File: config.mk
export PLATFORM = sky130hd
export DESIGN_NAME = period_meter
export DESIGN_NICKNAME = d
export VERILOG_FILES = /design/src/rtl/period_meter_pkg.sv /design/src/rtl/period_meter_sync_edge.sv /design/src/rtl/period_meter.sv
export SDC_FILE = /design/constraint.sdc
export NUM_CORES = 1
export LEC_CHECK = 0
export CAP_MARGIN = 5
export CORE_AREA = 8 8 100 102
export DETAILED_ROUTE_END_ITERATION = 8
export DIE_AREA = 0 0 108 110
export DONT_BUFFER_PORTS = 1
export HOLD_SLACK_MARGIN = 0.03
export PLACE_DENSITY_LB_ADDON = 0.08
export SKIP_LAST_GASP = 1
export SLEW_MARGIN = 20
export SYNTH_ARGS = -nofsm -noshare
export SYNTH_HDL_FRONTEND = slang
export SYNTH_SLANG_ARGS = --single-unit
File: constraint.sdc
create_clock -name clk -period 2.7 [get_ports clk]
set_clock_uncertainty 0.1 [all_clocks]
set_input_delay 0.81 -clock clk [delete_from_list [all_inputs] [get_ports clk]]
set_output_delay 0.81 -clock clk [all_outputs]
set_load 0.1 [all_outputs]
File: src/rtl/period_meter_pkg.sv
// Shared constants and FSM encoding for the period meter.
package period_meter_pkg;

  localparam int CLK_HZ = 12_000_000;

  localparam logic [1:0] ST_IDLE  = 2'd0;
  localparam logic [1:0] ST_ARM   = 2'd1;
  localparam logic [1:0] ST_MEAS  = 2'd2;
  localparam logic [1:0] ST_STALL = 2'd3;

  typedef enum logic [1:0] {
    IDLE  = ST_IDLE,
    ARM   = ST_ARM,
    MEAS  = ST_MEAS,
    STALL = ST_STALL
  } state_t;

endpackage

File: src/rtl/period_meter_sync_edge.sv
// Synchronizes the async input and detects its rising edge in the clk domain.
// ready marks the point where s first reflects the pin rather than reset zeros.
module period_meter_sync_edge #(
  parameter int STAGES = 2
) (
  input  logic clk,
  input  logic rst_n,
  input  logic sig_in,
  output logic s,
  output logic rise,
  output logic ready
);

  logic [STAGES-1:0] chain;
  logic [STAGES-1:0] prime;
  logic              s_prev;

  always_ff @(posedge clk or negedge rst_n) begin
    if (!rst_n) begin
      chain  <= '0;
      prime  <= '0;
      s_prev <= 1'b0;
    end else begin
      chain  <= {chain[STAGES-2:0], sig_in};
      prime  <= {prime[STAGES-2:0], 1'b1};
      s_prev <= chain[STAGES-1];
    end
  end

  assign s     = chain[STAGES-1];
  assign rise  = s & ~s_prev;
  assign ready = prime[STAGES-1];

endmodule

File: src/rtl/period_meter.sv
// Measures period and high time of sig_in in clk cycles; strobes valid per period.
// Flags stalled after TIMEOUT cycles with no rising edge.
module period_meter
  import period_meter_pkg::*;
#(
  parameter int               CNT_W       = 25,
  parameter logic [CNT_W-1:0] TIMEOUT     = 25'd24000000,
  parameter int               SYNC_STAGES = 2
) (
  input  logic             clk,
  input  logic             rst_n,
  input  logic             sig_in,
  output logic [CNT_W-1:0] period,
  output logic [CNT_W-1:0] high_time,
  output logic             valid,
  output logic             stalled
);

  localparam logic [CNT_W-1:0] TMO_LAST = TIMEOUT - CNT_W'(1);

  state_t           state;
  state_t           state_nxt;
  logic [CNT_W-1:0] cnt;
  logic [CNT_W-1:0] hcnt;
  logic             s;
  logic             rise_raw;
  logic             ready;
  logic             rise;
  logic             timeout;
  logic             meas_done;
  logic             enter_stall;

  period_meter_sync_edge #(.STAGES(SYNC_STAGES)) u_sync (
    .clk    (clk),
    .rst_n  (rst_n),
    .sig_in (sig_in),
    .s      (s),
    .rise   (rise_raw),
    .ready  (ready)
  );

  // Edges seen in IDLE are ignored so a pin already high at reset never counts.
  assign rise    = rise_raw & (state != IDLE);
  assign timeout = (cnt == TMO_LAST);

  always_ff @(posedge clk or negedge rst_n) begin
    if (!rst_n) state <= IDLE;
    else        state <= state_nxt;
  end

  always_comb begin
    state_nxt   = state;
    meas_done   = 1'b0;
    enter_stall = 1'b0;
    case (state)
      IDLE: begin
        if (timeout)             state_nxt = STALL;
        else if (ready && !s)    state_nxt = ARM;
      end
      ARM: begin
        if (rise)                state_nxt = MEAS;
        else if (timeout)        state_nxt = STALL;
      end
      MEAS: begin
        if (rise)                meas_done = 1'b1;
        else if (timeout)        state_nxt = STALL;
      end
      STALL: begin
        if (rise)                state_nxt = MEAS;
      end
      default:                   state_nxt = IDLE;
    endcase
    enter_stall = (state != STALL) && (state_nxt == STALL);
  end

  always_ff @(posedge clk or negedge rst_n) begin
    if (!rst_n) begin
      cnt  <= '0;
      hcnt <= '0;
    end else begin
      if (rise)                 cnt <= '0;
      else if (state != STALL)  cnt <= cnt + CNT_W'(1);

      if (rise)                       hcnt <= CNT_W'(1);
      else if ((state == MEAS) && s)  hcnt <= hcnt + CNT_W'(1);
    end
  end

  // The rise cycle itself is the last cycle of the period, hence cnt+1.
  always_ff @(posedge clk or negedge rst_n) begin
    if (!rst_n) begin
      period    <= '0;
      high_time <= '0;
      valid     <= 1'b0;
      stalled   <= 1'b0;
    end else begin
      valid <= meas_done;
      if (meas_done) begin
        period    <= cnt + CNT_W'(1);
        high_time <= hcnt;
      end else if (enter_stall) begin
        period    <= '0;
        high_time <= '0;
      end
      if (enter_stall)                     stalled <= 1'b1;
      else if ((state == STALL) && rise)   stalled <= 1'b0;
    end
  end

endmodule

# Word-level counts from Yosys, hierarchy flattened
# Cells that the tools add are included.
[totals]
out_inout_bits = 52
elab_cells = 50
register_bits = 109
input_bits = 3
[classes]
mux = 18
add_sub_neg = 2
reduce_logical = 11
bitwise_logic = 3
n_eq_ne = 6
[ops]
columns = ["op", "count"]
rows = [
  ["two-way mux 25 bit", 7],
  ["adder 25 x 1 -> 25 bit, second input constant", 2],
  ["equality test 25 bit, second input constant", 1],
  ["two-way mux 2 bit", 6],
  ["nonzero test 2 bit", 5],
  ["case mux 2 bit (4 select lines)", 1],
  ["equality test 2 bit, second input constant", 3],
  ["logical AND 1 bit", 4],
  ["two-way mux 1 bit", 4],
  ["AND 1 bit", 2],
  ["equality test 2 x 1 -> 1 bit, second input constant", 1],
  ["zero test 2 bit", 1],
  ["!= test 2 bit, second input constant", 1],
  ["zero test 1 bit", 1],
  ["NOT 1 bit", 1],
]

# Depth between registers and ports, before layout
# Gate-level depths: netlist of the first run.
[logic_depth]
depth_word = 9
mapped_depth = 7
mapped_depth_nobuf = 6

# By module
# A second synthesis of the first run with hierarchy kept.
[unflattened]
cells_unflattened = 483
hier_area_um2 = 5137.4
[by_module_without_submodules]
columns = ["module", "cells_per_inst", "seq_area_each_um2", "area_each_um2", "instances"]
rows = [
  ["period_meter", 476, 2602.5, 4994.8, 1],
  ["period_meter_sync_edge", 7, 125.1, 142.6, 1],
]

# Least setup slack after synthesis of the first run
# Ideal clock, no wire load.
[synth_path]
kind = "register to register"
start = "reg cnt[9]"
end = "reg period[10]"
path_buffers = 2
setup_time_ps = 122
required_time_ps = 2478
stages_incl_launch_ff = 8
synth_period_minus_slack_ps = 1910
path_slack_ps = 790
t_arrival_ps = 1688
path_cell_list = "dfrtp_1 > clkbuf_1 > nor4b_1 > nand4_1 > nor3_1 > o21ai_1 > buf_2 > a22o_1"
[synth_between]
elab_chain_cells = 7
[synth_lines]
columns = ["element", "line", "source"]
rows = [
  ["from (decl)", "period_meter.sv:23", "logic [CNT_W-1:0] cnt;"],
  ["from (signal assigned)", "period_meter.sv:82", "else if (state != STALL) cnt <= cnt + CNT_W'(1);"],
  ["equality test 25 bit", "period_meter.sv:44", "assign timeout = (cnt == TMO_LAST);"],
  ["two-way mux 2 bit", "period_meter.sv:62, period_meter.sv:66", ""],
  ["two-way mux 2 bit, on equally long branches", "period_meter.sv:65, period_meter.sv:61", ""],
  ["case mux 2 bit (4 select lines)", "period_meter.sv:55", "case (state)"],
  ["equality test 2 bit", "period_meter.sv:73", "enter_stall = (state != STALL) && (state_nxt == STALL);"],
  ["logical AND 1 bit", "period_meter.sv:73", ""],
  ["nonzero test 2 bit (no source line)", "-", ""],
  ["to (signal assigned)", "period_meter.sv:99", "period <= cnt + CNT_W'(1);"],
  ["to (decl)", "period_meter.sv:13", "output logic [CNT_W-1:0] period,"],
]
# Parallel ways exist; a longest one is shown, timed or not.
# A chain may end at the register's enable or synchronous reset.

# Worst setup path in the final report of the first run
[layout_path]
start = "reg cnt[0]"
end = "reg period[21]"
# The elaborated chain is that of the path after synthesis.

==> flow_summary.json, run 1 <==
{
  "status": "finished, final reports clean",
  "synth_top_area_share_pct": 54.9,
  "fp.dieW_um": 108,
  "grt_pass1_wl_mm": 18.1,
  "synthFlopType": "dfrtp_1",
  "die_area_sq_um": 11900,
  "wirelength_mm": 10.7,
  "fmax_mhz": 419,
  "netlist_instances": 467,
  "power_density_nw_per_um2": 583,
  "ys_seq_area_share_pct": 54.9,
  "worst_slew_pin_slew_ps": 753,
  "yosys_warnings": 0,
  "cts-root-buf": "clkbuf_8",
  "setup-violations-final": 0,
  "async_flop_share_pct": 100,
  "first_global_vias": 3663,
  "critical_path.cell_chain": "ha_1 -> and3_1 -> nand4_1 -> nor3_1 -> o21ai_4 -> buf_12 -> a22o_1",
  "grtUsageTotal_pct": 18.9,
  "cts_tree": "done",
  "core_sq_um": 8470,
  "path_class": "reg2reg",
  "wl_per_cell_um": 17.1,
  "synth.most_common_cell": "dfrtp_1",
  "end_kind": "flip-flop",
  "rsz0062_at_grt": "false",
  "antenna_found_initial": 0,
  "postCtsSetupRepairBufs": 0,
  "synth_seq_cells": 109,
  "cts_max_level": 3,
  "synth-edff-count": 0,
  "multi_input_area_sq_um": 2100,
  "clock_latency_ps": 360,
  "grt_overflow_total": 0,
  "dp_hpwl_mm": 7.11,
  "clk_pin_slew_ps": 100,
  "yosys-top-cells-count": "109 x dfrtp_1, 64 x nor2_1, 45 x a22o_1, 32 x xnor2_1, 32 x xor2_1",
  "drive_above_1_share_pct": 16.9,
  "dieHeight_um": 110,
  "drv_slew": 0,
  "vdd_drop_max_mv": 0.429,
  "via_per_inst": 5.79,
  "grt_max_degree": 110,
  "place_congestion": 0.847,
  "antenna_cells": 0,
  "finalPower_w": 0.00329,
  "cp_max_fo": 36,
  "syn-cell-area_sq_um": 4970,
  "synth_fp_nets": 472,
  "start_kind": "flip-flop",
  "vias": 3614,
  "fin_ws_ps": 315,
  "antenna_left": 0,
  "cts_made_buffers": 9,
  "port_buffers": 0,
  "ys_types": 41,
  "cts_resized": 0,
  "fill_cells": 688,
  "hold_viol": 0,
  "hp-class": "in2async",
  "io_pins": 55,
  "fin_crit_sh_pct": 88.3,
  "dpl_worst_slack_ps": 327,
  "ys_top_cells_by_area": "dfrtp_1 55%, a22o_1 7.9%, xnor2_1 5.6%",
  "drtIter0Drc": 156,
  "max_stage_delay_ps": 450,
  "fin_setup_tns_ps": 0,
  "synth_top_area_cell": "dfrtp_1",
  "required_ps": 2860,
  "drt_first_pass_iters": 5,
  "synth.avg_cell_area_sq_um": 10.6,
  "crit_arrival_ps": 2540,
  "cts.sinks": 109,
  "cts_buffer_depth": 2,
  "final_nets": 516,
  "initial_core_util_pct": 58.7,
  "p_leak_nw": 2.58,
  "syn_to_final_growth_pct": 13.8,
  "maxCapViolCount": 0,
  "drc": 0,
  "slew_headroom_pct": 49.8,
  "slowest_stage": "dfrtp_1",
  "ff_latch_area_sq_um": 2730,
  "rows": 34,
  "layout_min_cycle_time_ps": 2390
}
-- kinds of logic (layout without fill, tap and decap cells) --
group / Yosys count / count (layout) / synth area share, %
buffers and inverters: 36 / 85 / 3.10
XOR/XNOR: 64 / 64 / 11.3
flip-flops: 109 / 109 / 54.9
other: 1 / 1 / 0.0755
AO/OA/AOI/OAI: 73 / 73 / 11.4
AND/OR/NAND/NOR: 181 / 181 / 18.5
adder cells (fa/ha/maj): 3 / 3 / 0.705
-- path summary, 6_finish.rpt --
kind                                 start  slack, ps  cells past startpoint         endpoint
setup / recovery                    cnt[0]        310                      7       period[21]
hold / removal                       rst_n         20                      0        period[6]
setup reg to reg                    cnt[0]        310                      7       period[21]
hold reg to reg            u_sync.prime[0]        260                      0  u_sync.prime[1]
max in group asynchronous            rst_n       2300                      0           cnt[1]
min in group clk           u_sync.prime[0]        260                      0  u_sync.prime[1]
-- layout by cell type, fill, tap and decap left out, drive strengths merged, types with 2 or more instances in the layout --
cell type,synthesis,final
nand3,25,25
nand2,26,26
clkbuf,13,12
a22o,45,45
nor4,5,5
inv,7,8
nand4b,2,2
xor2,32,32
ha,2,2
nor2b,2,2
and4,3,3
xnor2,32,32
o2bb2ai,5,5
nor2,64,64
and2,2,2
o21ai,9,9
or3,10,10
buf,16,62
nand4,22,22
a21oi,11,11
dfrtp,109,109
clkinvlp,0,2
nor3,12,12
and3,3,3
-- flip-flops by register name, indices dropped and copies added, names as in the netlist --
name	flops
cnt	25
hcnt	25
high_time	25
period	25
state	2
u_sync.chain	2
u_sync.prime	2
stalled	1
u_sync.s_prev	1
valid	1
-- power by group --
group	internal (W)	switching, W
logic	0.000146	0.000450
registers	0.00171	0.0000739
clock network	0.000367	0.000545
-- cell type report --
cell class | count | share of cell area [%]
multi-input cells | 322 | 37.1
clock buffers | 12 | 2.57
clock inverters | 4 | 0.575
inverters | 7 | 0.465
well taps | 108 | 2.39
repair buffers | 62 | 8.68
flip-flops and latches | 109 | 48.3
-- per-stage QoR --
step / util, % / hold slack [ps] / cell area, sq um / cells
floorplan: - / 231 / 4970 / 467
global placement: 64.7 / 235 / 5480 / 608
detailed placement: 64.7 / 236 / 5480 / 608
CTS: 66.8 / 13.9 / 5650 / 624
global route: 66.8 / 11.5 / 5650 / 624
finish: 66.8 / 24.7 / 5650 / 624
-- metal layers --
layer / wire, um / share of wire [%] / global-route usage, %
met4: 125 / 1.2 / 6.05
met5: 0 / 0 / 0
met1: 4790 / 45 / 25.1
met2: 5120 / 48 / 30.6
met3: 618 / 5.8 / 3.84
-- critical path, delay by kind of cell, from the launching register on --
family          cells  cell delay (ps)
compound gates      2              440
buf+inv             1              240
simple gates        3              790
flops               1              450
fa+ha+maj           1              250
Note: power is estimated with default switching activity, not from simulation.
==> inputs of run 2 (changes only) <==
CORE_AREA = 8 8 93 111   (was 8 8 100 102)
CTS_CLUSTER_SIZE = 20   (was unset)
DIE_AREA = 0 0 101 119   (was 0 0 108 110)
==> run 2 against run 1 <==
Compared with the run above:
- worst setup slack gained 83 ps
- die area grew 1.2%
- clock power grew 7.7%
- global-route usage shrank 0.44 points
- critical path depth is the same
- utilization shrank 0.25 points
- first-iteration DRC count shrank 20%
- sequential cell count is the same
==> flow_summary.json, run 2 (synthesized netlist as in run 1, its figures left out) <==
{
  "comb_power_share_pct": 17.6,
  "die_area_sq_um": 12000,
  "drive_above_1_share_pct": 17.1,
  "rsz0062_at_grt": "false",
  "path_class": "reg2reg",
  "dieHeight_um": 119,
  "grt_pass1_wl_mm": 17.8,
  "io_pins": 55,
  "clk_pin_slew_ps": 90,
  "drc": 0,
  "cts_buffer_depth": 2,
  "postCtsSetupRepairBufs": 0,
  "fp.dieW_um": 101,
  "seqPwrFrac_pct": 53.2,
  "power_frac_clock_pct": 29.3,
  "internal_power_w": 0.00231,
  "start_kind": "flip-flop",
  "cts_tree": "done",
  "fin_setup_tns_ps": 0,
  "antenna_found_initial": 0,
  "antenna_cells": 0,
  "fmax_mhz": 434,
  "drv_slew": 0,
  "status": "finished, final reports clean",
  "r2r_cells": 7,
  "layout_min_cycle_time_ps": 2300,
  "hp-class": "in2async",
  "cts_made_buffers": 9,
  "drtIter0Drc": 125,
  "switching_share_pct": 31.3,
  "port_buffers": 0,
  "end_kind": "flip-flop",
  "final_cell_mix": "109 x dfrtp_1, 64 x nor2_1, 60 x buf_4",
  "power_density_nw_per_um2": 593,
  "grt_overflow_total": 0,
  "via_per_inst": 5.73,
  "fin_crit_sh_pct": 85.3,
  "maxCapViolCount": 0,
  "dp_hpwl_mm": 7.03,
  "required_ps": 2860,
  "cts.sinks": 109,
  "crit_arrival_ps": 2460,
  "clock_latency_ps": 370,
  "worst_slew_pin_slew_ps": 698,
  "switching_power_w": 0.00105,
  "first_global_vias": 3571,
  "rows": 37,
  "final_nets": 515,
  "rrSetupSlack_ps": 400,
  "setup-violations-final": 0,
  "slew_headroom_pct": 53.5,
  "reg2reg_from": "cnt[0]",
  "cts_resized": 0,
  "vias": 3623,
  "vdd_drop_max_mv": 0.417,
  "p_leak_nw": 2.59,
  "wl_per_cell_um": 16.3,
  "cts-root-buf": "clkbuf_8",
  "reg2reg_to": "period[17]",
  "fin_util_pct": 66.5,
  "initial_core_util_pct": 58.3,
  "place_congestion": 0.859,
  "drt_first_pass_iters": 4,
  "wirelength_mm": 10.3,
  "cts_max_level": 3,
  "syn_to_final_growth_pct": 14.1,
  "grtUsageTotal_pct": 18.5,
  "grt_max_degree": 110,
  "antenna_left": 0,
  "hold_viol": 0,
  "layout_commonest_cell": "dfrtp_1",
  "core_sq_um": 8520,
  "fill_cells": 706,
  "cp_max_fo": 29
}
-- run 2: changes by cell type in the layout (fill, tap and decap cells not counted) --
cell | previous run | this run
clkinvlp_4 | 2 | 0
bufinv_16 | 0 | 1
inv_6 | 1 | 0
clkinv_4 | 1 | 2
buf_12 | 2 | 1
clkinv_2 | 0 | 3
clkbuf_1 | 2 | 0
-- run 2: layer usage --
| layer | share of wire, % | up-vias | GRT usage, % |
|---|---|---|---|
| li1 | - | 1721 | - |
| met1 | 43 | 1815 | 23.3 |
| met2 | 50 | 74 | 30.1 |
| met3 | 5.5 | 13 | 4.60 |
| met4 | 1.3 | 0 | 6.16 |
| met5 | 0 | - | 0 |
-- run 2: worst max path at each step --
stage	from	endpoint	slack, ps
floorplan	cnt[9]	period[10]	790
CTS	cnt[0]	period[17]	380
global placement	cnt[0]	period[18]	450
finish	cnt[0]	period[17]	400
detailed placement	cnt[0]	period[17]	380
global route	cnt[0]	period[17]	240
-- run 2: power groups by stage --
| stage | clock network, W | logic [W] | registers, W |
|---|---|---|---|
| global placement | 0 | 0.000586 | 0.00181 |
| floorplan | 0 | 0.000170 | 0.00211 |
| finish | 0.000983 | 0.000590 | 0.00179 |
| CTS | 0.00102 | 0.000595 | 0.00179 |
| global route | 0.00108 | 0.000624 | 0.00180 |
| detailed placement | 0 | 0.000594 | 0.00182 |
-- run 2: layout make-up --
type                            instances  area, sq um  area share, %
Sequential cell                       109         2730           48.1
Multi-Input combinational cell        322         2100           37.0
Timing Repair Buffer                   61          470           8.30
Tap cell                              117          146           2.58
Clock buffer                           10          138           2.43
Clock inverter                          6         62.6           1.10
Inverter                                7         26.3          0.464
-- run 2: metrics by stage --
step                      total power [W]  worst slack, ps  hold slack, ps  area (sq um)  cells
after floorplan                   0.00228              790             231          4970    467
after global placement            0.00240              451             233          5470    616
after detailed placement          0.00241              383             235          5470    616
after CTS                         0.00340              379            7.51          5670    632
after global routing              0.00350              238           -1.54          5670    632
final                             0.00336              398            33.2          5670    632
-- run 2: critical path, stage by stage (launching register included) --
cell and delay, ps:
dfrtp_1 470, ha_1 260, and3_1 260, nand4_1 140, nor3_1 390, o21ai_4 70, buf_4 240, a22o_1 260
==> inputs of run 3 (changes only) <==
CTS_CLUSTER_DIAMETER = 120   (was unset)
==> results of run 3 <==
The final DEF is identical to that of run 2; final timing and power are the same.
